### config.mk
export PLATFORM = sky130hd
export DESIGN_NAME = bank_htu_req_queue
export DESIGN_NICKNAME = d
export VERILOG_FILES = /design/src/rtl/bank_htu_req_queue.sv
export SDC_FILE = /design/constraint.sdc
export NUM_CORES = 1
export LEC_CHECK = 0
export BUFFER_PORTS_ARGS = -buffer_cell sky130_fd_sc_hd__buf_2
export CAP_MARGIN = 5
export CORE_AREA = 2 2 134 136
export CTS_CLUSTER_SIZE = 30
export DETAILED_ROUTE_END_ITERATION = 8
export DIE_AREA = 0 0 136 138
export PLACE_DENSITY = 0.85
export SLEW_MARGIN = 20
export SYNTH_ARGS = -nofsm -noshare
export SYNTH_HDL_FRONTEND = slang
export SYNTH_SLANG_ARGS = --single-unit
### constraint.sdc
create_clock -name clk_i -period 4.77 [get_ports clk_i]
set_clock_uncertainty 0.1 [all_clocks]
set_input_delay 0.2385 -clock clk_i [delete_from_list [all_inputs] [get_ports clk_i]]
set_output_delay 0.2385 -clock clk_i [all_outputs]
set_load 0.005 [all_outputs]
### src/rtl/bank_htu_req_queue.sv
// bank_htu_req_queue: in-order request FIFO feeding the tag pipeline, with an
// in-order in-flight tracker that holds back a head whose line is still outstanding.
module bank_htu_req_queue #(
  parameter int DEPTH = 4,
  parameter int INFL  = 2
) (
  input  logic                     clk_i,
  input  logic                     rst_i,
  input  logic                     xbar_htu_valid_i,
  output logic                     xbar_htu_ready_o,
  input  logic [1:0]               xbar_htu_ch_id_i,
  input  logic [1:0]               xbar_htu_opcode_i,
  input  logic [31:4]              xbar_htu_addr_i,
  input  logic [7:0]               xbar_htu_wbuffer_id_i,
  output logic                     htu_pipe_valid_o,
  input  logic                     htu_pipe_ready_i,
  output logic [1:0]               htu_pipe_ch_id_o,
  output logic [1:0]               htu_pipe_opcode_o,
  output logic [31:4]              htu_pipe_addr_o,
  output logic [7:0]               htu_pipe_wbuffer_id_o,
  input  logic                     htu_pipe_done_i,
  output logic [$clog2(DEPTH):0]   queue_cnt_o
);
  localparam int AW = $clog2(DEPTH);
  localparam int TW = $clog2(INFL);
  logic [39:0]     mem_q [DEPTH];
  logic [39:0]     head;
  logic [AW:0]     wr_q, wr_d, rd_q, rd_d;
  logic [INFL-1:0] tv_q, tv_d;
  logic [31:4]     ta_q [INFL];
  logic [TW-1:0]   tw_q, tw_d, tr_q, tr_d;
  logic            full, empty, hit, push, pop, done;
  always_comb begin
    head = mem_q[rd_q[AW-1:0]];
    full = (wr_q[AW-1:0] == rd_q[AW-1:0]) && (wr_q[AW] != rd_q[AW]);
    empty = wr_q == rd_q;
    hit = 1'b0;
    for (int i = 0; i < INFL; i++) hit = hit | (tv_q[i] && ta_q[i] == head[35:8]);
    xbar_htu_ready_o = !full;
    htu_pipe_valid_o = !empty && !hit && !(&tv_q);
    {htu_pipe_ch_id_o, htu_pipe_opcode_o, htu_pipe_addr_o, htu_pipe_wbuffer_id_o} = head;
    push = xbar_htu_valid_i && !full;
    pop = htu_pipe_valid_o && htu_pipe_ready_i;
    done = htu_pipe_done_i && (|tv_q);
    wr_d = wr_q + (AW+1)'(push);
    rd_d = rd_q + (AW+1)'(pop);
    tw_d = tw_q + TW'(pop);
    tr_d = tr_q + TW'(done);
    tv_d = tv_q;
    if (done) tv_d[tr_q] = 1'b0;
    if (pop) tv_d[tw_q] = 1'b1;
    queue_cnt_o = wr_q - rd_q;
  end
  always_ff @(posedge clk_i) begin
    if (rst_i) begin
      wr_q <= '0;
      rd_q <= '0;
      tv_q <= '0;
      tw_q <= '0;
      tr_q <= '0;
    end else begin
      wr_q <= wr_d;
      rd_q <= rd_d;
      tv_q <= tv_d;
      tw_q <= tw_d;
      tr_q <= tr_d;
    end
  end
  // Payload and tracker addresses carry no reset; valid bits qualify them.
  always_ff @(posedge clk_i) begin
    if (push) mem_q[wr_q[AW-1:0]] <= {xbar_htu_ch_id_i, xbar_htu_opcode_i, xbar_htu_addr_i, xbar_htu_wbuffer_id_i};
    if (pop) ta_q[tw_q] <= head[35:8];
  end
endmodule

==> impl_metrics.json <==
{
  "synth-seq-cells": 226,
  "p_leak_nw": 3.67,
  "multi_input_area_mm2": 0.00224,
  "synth_nets": 504,
  "r2r-end": "ta_q[1][14]",
  "synth_top_area_cell": "edfxtp_1",
  "clockPowerShare": 0.321,
  "grt_pass1_wl_um": 28300,
  "vias_per_cell": 5.62,
  "drt_pass1_iterations": 5,
  "most-common-layout-cells": "edfxtp_1, buf_2, dlygate4sd3_1, mux4_2, xnor2_1",
  "worstPathArrival_ps": 3870,
  "hold_ws_ps": 213,
  "r2r_start": "rd_q[0]",
  "fp.dieW_um": 136,
  "power.internal_w": 0.00374,
  "syn_to_final_growth_pct": 20.9,
  "initial_core_util": 0.515,
  "postCtsSetupBuffers": 0,
  "vdd_drop_max_uv": 348,
  "synth.distinct_cells": 41,
  "max_cap_violations": 0,
  "ys_top_cells_by_area": "edfxtp_1, mux4_2, xnor2_1, xor2_1, mux2i_1",
  "r2r_cells": 8,
  "setup_violations": 0,
  "pwr-share-comb": 0.189,
  "final_nets": 658,
  "place_ws_ps": 801,
  "power.density_mw_per_mm2": 463,
  "wirelength_um": 18300,
  "seq_area_frac_synth": 0.741,
  "dp.cells": 765,
  "drive_gt1_frac": 0.285,
  "cp_slowest_cell": "nor4_1",
  "die_h_um": 138,
  "cp-start-kind": "flop",
  "path_clk_slew_ps": 60,
  "criticalPathCategory": "reg2out",
  "cts_tree": "done",
  "setup.worst_path.end_class": "output port",
  "grt_use_total": 0.196,
  "avgRoutedWirePerCell_um": 21.6,
  "htree_levels": 1,
  "first_global_vias": 5130,
  "crit_top_cell": "nor4_1",
  "seqPwrFrac": 0.490,
  "std_cell_rows": 49,
  "status": "completed",
  "hold_viol_final": 0,
  "syn_area_mm2": 0.00902,
  "seqCellArea_mm2": 0.00669,
  "clk_latency_ps": 490,
  "drv_slew": 0,
  "port-buffer-count": 89,
  "max-slew-margin-rel": 0.440,
  "cts.sinks": 226,
  "ys_warn_count": 0,
  "vias": 4757,
  "syn-instance-count": 450,
  "layout_commonest_cell": "edfxtp_1",
  "antenna_found_initial": 1,
  "worst_slack_ps": 557,
  "fin_crit_sh": 0.883,
  "hold_path_end": "wr_q[0]",
  "stdcell_count": 847,
  "path_depth": 7,
  "place_congestion": 0.887,
  "synth_top_area_frac": 0.719,
  "switchingPower_w": 0.00131,
  "final_util": 0.622,
  "fmax_mhz": 237,
  "min_path_type": "in2reg",
  "grt_remaining_overflow": 0,
  "ys_async_sr_fraction": 0,
  "cts_root_buf": "clkbuf_16",
  "drt-initial-drc-count": 407,
  "grt_max_degree": 41,
  "min_from": "xbar_htu_valid_i",
  "ys.flop_type": "edfxtp_1",
  "cts.repair.resized": 0,
  "critPathMaxStageDelay_ps": 760,
  "rrSetupSlack_ps": 610,
  "dieArea_mm2": 0.0188,
  "dp_hpwl_um": 11400,
  "worst-slew-pin-transition_ps": 833,
  "required_ps": 4430,
  "avgSynthCellArea_um2": 20.0,
  "ios": 90,
  "cp_cell_sequence": "mux4_2 > xor2_1 > nor4_1 > o211ai_1 > nor4_1 > nor3_1 > buf_2",
  "cts_hold_buf": 43,
  "cts_buffers": 23,
  "coreArea_mm2": 0.0175,
  "n_fill_cell": 1247,
  "swShare": 0.259,
  "path_max_fanout": 12,
  "crit_family": "simple AND/OR/NAND/NOR gates",
  "drc": 0,
  "ctsLongestPathBuffers": 3,
  "ant_nets": 0,
  "synth_edf_count": 216,
  "period_needed_ps": 4210,
  "critPathBufInv": 1,
  "min_path_cells": 5,
  "rsz0062_at_grt": "false"
}
## cells by family (layout without fill, tap and decap cells)
kind of cell / Yosys count / in the layout / share of synthesized area
flops: 226 / 226 / 0.741
mux: 63 / 63 / 0.123
xor+xnor: 61 / 61 / 0.0592
simple gates: 52 / 52 / 0.0337
buf+inv: 21 / 188 / 0.0136
compound gates: 18 / 18 / 0.0164
fa+ha+maj: 9 / 9 / 0.0133
other cells: 0 / 1 / 0
## per-stage QoR
stage	TNS (ps)	power (W)	cell area, um2
after floorplan	-32240	0.00309	9020
after global placement	0	0.00340	9800
after detailed placement	0	0.00344	9800
after CTS	0	0.00508	10900
after global routing	0	0.00524	10900
final	0	0.00505	10900
## Yosys cell counts (all sizes together), types with 2 or more instances
cell type,count
clkbuf,2
xnor2,33
a2111oi,2
o211ai,3
a21oi,2
nand2,6
ha,8
nor3,6
dfxtp,10
nand2b,3
nor2,10
o41ai,2
nor4,6
edfxtp,216
mux4,37
nand4,8
buf,11
nand3b,5
nand3,2
xor2,28
mux2i,25
nor2b,4
inv,8
## power by group through the flow
stage | logic (W) | clock network, W | registers [W]
after floorplan | 0.000617 | 0 | 0.00248
after global placement | 0.000899 | 0 | 0.00250
after detailed placement | 0.000926 | 0 | 0.00251
after CTS | 0.000964 | 0.00164 | 0.00247
after global routing | 0.00103 | 0.00173 | 0.00249
final | 0.000956 | 0.00162 | 0.00248
## layout make-up
| class | instances | area share |
|---|---|---|
| antenna | 1 | 0.000229 |
| sequential | 226 | 0.613 |
| inverter | 8 | 0.00275 |
| clock inverter | 14 | 0.00849 |
| multi-input combinational | 203 | 0.205 |
| tap | 229 | 0.0263 |
| clock buffer | 24 | 0.0531 |
| timing repair buffer | 142 | 0.0906 |
## worst max path at each step
| stage | start | end | slack [ps] |
|---|---|---|---|
| finish | rd_q[0] | htu_pipe_valid_o | 560 |
| CTS | rd_q[0] | htu_pipe_valid_o | 620 |
| global route | rd_q[0] | htu_pipe_valid_o | 390 |
| floorplan | rd_q[1] | mem_q[0][0] | -400 |
| global placement | rd_q[0] | ta_q[0][14] | 1040 |
| detailed placement | rd_q[0] | ta_q[0][3] | 800 |
## routing by layer
metal / wire [um] / track usage / vias to the layer above
li1: - / - / 2117
met1: 7340 / 0.257 / 2450
met2: 9310 / 0.334 / 157
met3: 1260 / 0.0444 / 33
met4: 408 / 0.0504 / 0
met5: 0 / 0 / -
## sequential cells by signal, summed over array words and instances, names as in the netlist
name   count
mem_q    160
tv_q       2
ta_q      56
tr_q       1
tw_q       1
rd_q       3
wr_q       3
## worst min-delay path, cell delays in order
cell and delay, ps:
buf_2 70, nand2_1 110, inv_1 120, ha_1 120
nor2b_1 110
Power figures use the tool's default switching activity.
